<file path="config.mk">
export PLATFORM = sky130hd
export DESIGN_NAME = cart_bus_arbiter
export DESIGN_NICKNAME = d
export VERILOG_FILES = /design/src/rtl/cart_bus_arbiter_pkg.sv /design/src/rtl/cart_bus_arbiter_rr.sv /design/src/rtl/cart_bus_arbiter.sv
export SDC_FILE = /design/constraint.sdc
export NUM_CORES = 1
export LEC_CHECK = 0
export CORE_UTILIZATION = 41
export CTS_BUF_LIST = sky130_fd_sc_hd__clkbuf_2
export DETAILED_ROUTE_END_ITERATION = 8
export PLACE_DENSITY = 0.81
export SYNTH_ARGS = -nofsm -noshare
export SYNTH_HDL_FRONTEND = slang
export SYNTH_SLANG_ARGS = --single-unit
</file>
<file path="constraint.sdc">
create_clock -name clk -period 2.28 [get_ports clk]
set_clock_uncertainty 0.1 [all_clocks]
set_input_delay 0.456 -clock clk [delete_from_list [all_inputs] [get_ports clk]]
set_output_delay 0.456 -clock clk [all_outputs]
set_load 0.1 [all_outputs]
</file>
<file path="src/rtl/cart_bus_arbiter_pkg.sv">
// Shared cart-port types: bank direction and arbiter state encoding.
package pocket;

    typedef enum logic [0:0] {
        DIR_IN  = 1'b0,
        DIR_OUT = 1'b1
    } dir_e;

    typedef enum logic [1:0] {
        ARB_IDLE    = 2'd0,
        ARB_TURN    = 2'd1,
        ARB_OWN     = 2'd2,
        ARB_RELEASE = 2'd3
    } arb_state_e;

    // Index of the set bit in a one-hot vector of up to eight requesters.
    function automatic logic [2:0] onehot_to_idx(input logic [7:0] oh);
        logic [2:0] idx;
        idx = 3'd0;
        for (int i = 0; i < 8; i++) begin
            if (oh[i]) begin
                idx = 3'(i);
            end else begin
                idx = idx;
            end
        end
        return idx;
    endfunction

endpackage

</file>
<file path="src/rtl/cart_bus_arbiter_rr.sv">
// Combinational round-robin picker: first requester strictly after ptr_i wins.
module rr_picker #(
    parameter  int N  = 2,
    localparam int PW = (N > 1) ? $clog2(N) : 1
) (
    input  logic [N-1:0]  req_i,
    input  logic [PW-1:0] ptr_i,
    output logic [N-1:0]  gnt_o
);

    // Scan from ptr_i+1 around the ring and keep the first hit.
    always_comb begin
        int   idx;
        logic found;
        gnt_o = '0;
        found = 1'b0;
        idx   = 0;
        for (int off = 1; off <= N; off++) begin
            idx = int'(ptr_i) + off;
            if (idx >= N) begin
                idx = idx - N;
            end else begin
                idx = idx;
            end
            if (!found && req_i[idx]) begin
                gnt_o[idx] = 1'b1;
                found      = 1'b1;
            end else begin
                found = found;
            end
        end
    end

endmodule

</file>
<file path="src/rtl/cart_bus_arbiter.sv">
// Cart pin-bank owner arbiter with direction sequencing and turnaround dead cycles.
// Optional grant watchdog enabled by defining CART_BUS_ARB_TIMEOUT_EN.
module cart_bus_arbiter
    import pocket::*;
#(
    parameter int WIDTH       = 8,
    parameter int N_REQ       = 2,
    parameter int TURN_CYCLES = 2,
    parameter int MAX_HOLD    = 1024
) (
    input  logic                   clk,
    input  logic                   reset_n,
    input  logic [N_REQ-1:0]       req,
    input  logic [N_REQ-1:0]       req_wr,
    input  logic [N_REQ*WIDTH-1:0] req_wdata,
    output logic [N_REQ-1:0]       grant,
    output dir_e                   bus_dir,
    output logic [WIDTH-1:0]       bus_dout,
    input  logic [WIDTH-1:0]       bus_din,
    output logic [WIDTH-1:0]       rdata,
    output logic                   rdata_valid,
    output logic                   timeout
);

    localparam int PW = (N_REQ > 1) ? $clog2(N_REQ) : 1;

    arb_state_e        state_q, state_d;
    logic [PW-1:0]     ptr_q, ptr_d;
    logic [N_REQ-1:0]  owner_q, owner_d;
    logic              own_wr_q, own_wr_d;
    logic              prev_wr_q, prev_wr_d;
    logic              fresh_q, fresh_d;
    logic [3:0]        cnt_q, cnt_d;
    logic              timeout_q, timeout_d;
    logic [N_REQ-1:0]  grant_q;
    dir_e              dir_q;
    logic [WIDTH-1:0]  rdata_q;
    logic              rdata_valid_q;
    logic [N_REQ-1:0]  pick_s;
    logic [N_REQ-1:0]  mask_s;
    logic              revoke_s;

    rr_picker #(.N(N_REQ)) u_pick (
        .req_i (req & ~mask_s),
        .ptr_i (ptr_q),
        .gnt_o (pick_s)
    );

`ifdef CART_BUS_ARB_TIMEOUT_EN
    localparam int HW = $clog2(MAX_HOLD + 1);
    logic [HW-1:0]    hold_q;
    logic [N_REQ-1:0] blocked_q;

    assign revoke_s = (state_q == ARB_OWN) && (hold_q == HW'(MAX_HOLD - 1));
    assign mask_s   = blocked_q;

    // Hold watchdog; a revoked owner stays masked until it drops req.
    always_ff @(posedge clk or negedge reset_n) begin
        if (!reset_n) begin
            hold_q    <= '0;
            blocked_q <= '0;
        end else begin
            hold_q    <= (state_q == ARB_OWN && !revoke_s) ? hold_q + HW'(1) : '0;
            blocked_q <= (blocked_q & req) | (timeout_d ? owner_q : '0);
        end
    end
`else
    assign revoke_s = 1'b0;
    assign mask_s   = '0;
`endif

    // Next-state logic; a reader right after reset or after another reader skips the turnaround.
    always_comb begin
        state_d   = state_q;
        ptr_d     = ptr_q;
        owner_d   = owner_q;
        own_wr_d  = own_wr_q;
        prev_wr_d = prev_wr_q;
        fresh_d   = fresh_q;
        cnt_d     = cnt_q;
        timeout_d = 1'b0;
        case (state_q)
            ARB_IDLE: begin
                cnt_d = 4'd0;
                if (|pick_s) begin
                    owner_d  = pick_s;
                    own_wr_d = |(req_wr & pick_s);
                    ptr_d    = PW'(onehot_to_idx(8'(pick_s)));
                    fresh_d  = 1'b0;
                    if (own_wr_d || (prev_wr_q && !fresh_q)) begin
                        state_d = ARB_TURN;
                    end else begin
                        state_d = ARB_OWN;
                    end
                end else begin
                    state_d = ARB_IDLE;
                end
            end
            ARB_TURN: begin
                if (cnt_q == 4'(TURN_CYCLES - 1)) begin
                    cnt_d   = 4'd0;
                    state_d = ARB_OWN;
                end else begin
                    cnt_d = cnt_q + 4'd1;
                end
            end
            ARB_OWN: begin
                if (!(|(req & owner_q))) begin
                    state_d   = ARB_RELEASE;
                    prev_wr_d = own_wr_q;
                end else if (revoke_s) begin
                    state_d   = ARB_RELEASE;
                    prev_wr_d = own_wr_q;
                    timeout_d = 1'b1;
                end else begin
                    state_d = ARB_OWN;
                end
            end
            ARB_RELEASE: begin
                state_d = ARB_IDLE;
            end
            default: begin
                state_d = ARB_IDLE;
            end
        endcase
    end

    // State and registered outputs, decoded from the next state so they align with it.
    always_ff @(posedge clk or negedge reset_n) begin
        if (!reset_n) begin
            state_q       <= ARB_IDLE;
            ptr_q         <= PW'(N_REQ - 1);
            owner_q       <= '0;
            own_wr_q      <= 1'b0;
            prev_wr_q     <= 1'b1;
            fresh_q       <= 1'b1;
            cnt_q         <= 4'd0;
            timeout_q     <= 1'b0;
            grant_q       <= '0;
            dir_q         <= DIR_IN;
            rdata_q       <= '0;
            rdata_valid_q <= 1'b0;
        end else begin
            state_q       <= state_d;
            ptr_q         <= ptr_d;
            owner_q       <= owner_d;
            own_wr_q      <= own_wr_d;
            prev_wr_q     <= prev_wr_d;
            fresh_q       <= fresh_d;
            cnt_q         <= cnt_d;
            timeout_q     <= timeout_d;
            grant_q       <= (state_d == ARB_OWN) ? owner_d : '0;
            dir_q         <= (state_d == ARB_OWN && own_wr_d) ? DIR_OUT : DIR_IN;
            rdata_q       <= bus_din;
            rdata_valid_q <= (state_q == ARB_OWN) && !own_wr_q;
        end
    end

    // Write data flows through in the same cycle; forced to zero unless driving.
    always_comb begin
        bus_dout = '0;
        for (int i = 0; i < N_REQ; i++) begin
            if (dir_q == DIR_OUT && owner_q[i]) begin
                bus_dout = bus_dout | req_wdata[i*WIDTH +: WIDTH];
            end else begin
                bus_dout = bus_dout;
            end
        end
    end

    assign grant       = grant_q;
    assign bus_dir     = dir_q;
    assign rdata       = rdata_q;
    assign rdata_valid = rdata_valid_q;
    assign timeout     = timeout_q;

endmodule

</file>
==> flow_summary.ini <==
[critical_path]
critPathMaxStageDelay_ps = 600
critPathKind = reg2out
reg2reg_slack_ps = 540
crit_path_end_kind = output pin
cp.required_ps = 1720
critical_path.slowest_cell = dfrtp_1
ff2ff_path_depth = 6
crit_family = flip-flops
arrival_ps = 1490
worstPathCellList = a22oi_1 -> nor2b_2 -> buf_12
path_buf_inv = 1
rr_startpoint = cnt_q[1]
r2r_end = grant[0]
crit_path_start_kind = register
worstPathMaxFanout = 10

[timing]
rsz0062_at_grt = false
finalCriticalPeriod_ps = 2050
hold_violations = 0
final.setup.tns_ps = 0
fin_crit_sh = 0.898
slew_viol_final = 0
maxSlewHeadroom = 0.667
tightest_slew_ps = 498
max_freq_mhz = 488
setup_violations = 0
final.setup.worst_slack_ps = 233

[synthesis]
synth.distinct_cells = 35
yosysWarnings = 0
syn_avg_cell_area_um2 = 11.7
syn_inst = 90
seq_area_frac_synth = 0.574
synth-seq-cells = 24
netlist_top_cells_area = dfrtp_1 (50%), dfstp_2 (7.5%), a22oi_1 (5.7%)
syn_nets = 122
yosysTopAreaCellShare = 0.499
netlist_area_mm2 = 0.00105
synth_largest_area_cell = dfrtp_1

[clock_network]
cts.clk_slew.worst_paths_ps = 200
cts_resized = 0
ctsHoldBuffers = 0
post_cts_buffers = 0
max-clock-path-buffers = 2
cts-buffers-inserted = 3
cts_tree = built
htree_levels = 1
clock_latency_ps = 330
root_buffer = clkbuf_2
clock_sinks = 24

[cells_and_area]
design_area_mm2 = 0.00166
final_nets = 174
layout_commonest_cell = clkdlybuf4s50_1
n_antenna_cell = 0
synthToLayoutAreaGrowth_pct = 57.7
stdcell_count = 169
drive_gt1_frac = 0.291
most-common-layout-cells = clkdlybuf4s50_1 (29), dfrtp_1 (21), buf_4 (13)

[die]
rows = 17
initial_utilization = 0.454
io_pins = 51
die_area_mm2 = 0.00277
core_area_mm2 = 0.00232
die_w_um = 52.7
die_h_um = 52.7

[global_routing]
grt_pass1_wl_mm = 3.82
grt_overflow = 0
antenna_found_initial = 0
grt_pass1_vias = 898
grt_max_degree = 14
grtUsageTotal = 0.195

[detailed_routing]
first_pass_iters = 4
first_iter_violations = 13
via_per_inst = 5.33
drt_wl_total_mm = 2.44
drcViolationCount = 0
wl_per_cell_um = 14.5
vias = 900
detail-route-antenna-nets = 0

[place]
dpl_cell_area_mm2 = 0.00164
dp_cells = 165
port_buffers = 49
place_ws_ps = 144
place.gp.congestion = 0.829
hpwlAfterDp_mm = 2.01

[pwr]
powerDensity_mw_per_mm2 = 1260
peakVddDrop_mv = 0.925
total_power_w = 0.00210
p_leak_nw = 0.718

[run]
maxCapViolCount = 0

[hold_path]
hold_class = in2async

[status]
status = complete, no violations
synthesized netlist by cell type:
cell type	count
and2_4	1
nand2b_2	1
o21bai_1	1
and2_1	3
a21o_1	1
mux2_2	1
o21a_1	1
a222oi_1	1
clkbuf_1	2
nor2b_1	8
nand2_1	5
o211a_1	1
nor2_1	2
a211oi_1	1
a22o_2	1
dfstp_2	3
nand3_1	2
inv_1	2
xor2_1	1
o211ai_2	1
conb_1	1
o21ai_1	1
a21oi_1	1
buf_4	1
dfrtp_1	21
a31oi_1	1
or3b_1	1
nor3b_1	3
o21ai_0	3
nand2b_1	5
a22o_1	1
ha_1	2
a22oi_1	8
a221o_2	1
o211ai_1	1
worst max path at each step:
stage	startpoint	endpoint	slack (ps)	cells after the start
finish	owner_q[0]	bus_dout[6]	230	3
global placement	req[1]	bus_dir	200	5
global route	owner_q[0]	bus_dout[0]	120	3
floorplan	bus_dir	bus_dout[0]	-220	1
detailed placement	req[1]	grant[0]	140	5
CTS	owner_q[0]	bus_dout[1]	220	3
flip-flops by register name, indices dropped and copies added (netlist names), 2 cells and up:
signal,flops
owner_q,2
cnt_q,4
grant,2
state_q,2
rdata,8
report_power, final:
group | leakage [nW] | internal (W) | switching (W)
combinational | 0.411 | 0.000441 | 0.000805
sequential | 0.293 | 0.000550 | 0.000145
clock | 0.0140 | 0.0000381 | 0.000117
layout make-up:
type	instances	area, um^2
Timing Repair Buffer	50	548
Multi-Input combinational cell	61	445
Fill cell	168	659
Clock buffer	3	15.0
Tap cell	28	35.0
Sequential cell	24	604
Inverter	2	7.51
Clock inverter	1	3.75
cells by family after synthesis:
family          count (synthesis)  share of synthesized area
simple gates                   31                      0.176
compound gates                 25                      0.182
flops                          24                      0.574
buf+inv                         5                     0.0214
fa+ha+maj                       2                     0.0238
other cells                     1                    0.00356
xor+xnor                        1                    0.00832
mux                             1                     0.0107
per-layer routing:
layer | track usage | share of wire | vias to the layer above
li1 | - | - | 427
met1 | 0.188 | 0.34 | 422
met2 | 0.378 | 0.54 | 46
met3 | 0.0406 | 0.10 | 5
met4 | 0.101 | 0.015 | 0
met5 | 0 | 0 | -
per-stage QoR:
| stage | util | hold slack [ps] |
|---|---|---|
| 2_1_floorplan | - | 60.4 |
| 3_3_place_gp | 0.708 | 358 |
| 3_5_place_dp | 0.708 | 375 |
| 4_1_cts | 0.716 | 324 |
| 5_1_grt | 0.716 | 322 |
| 6_report | 0.716 | 320 |
(Power assumes the default switching activity.)
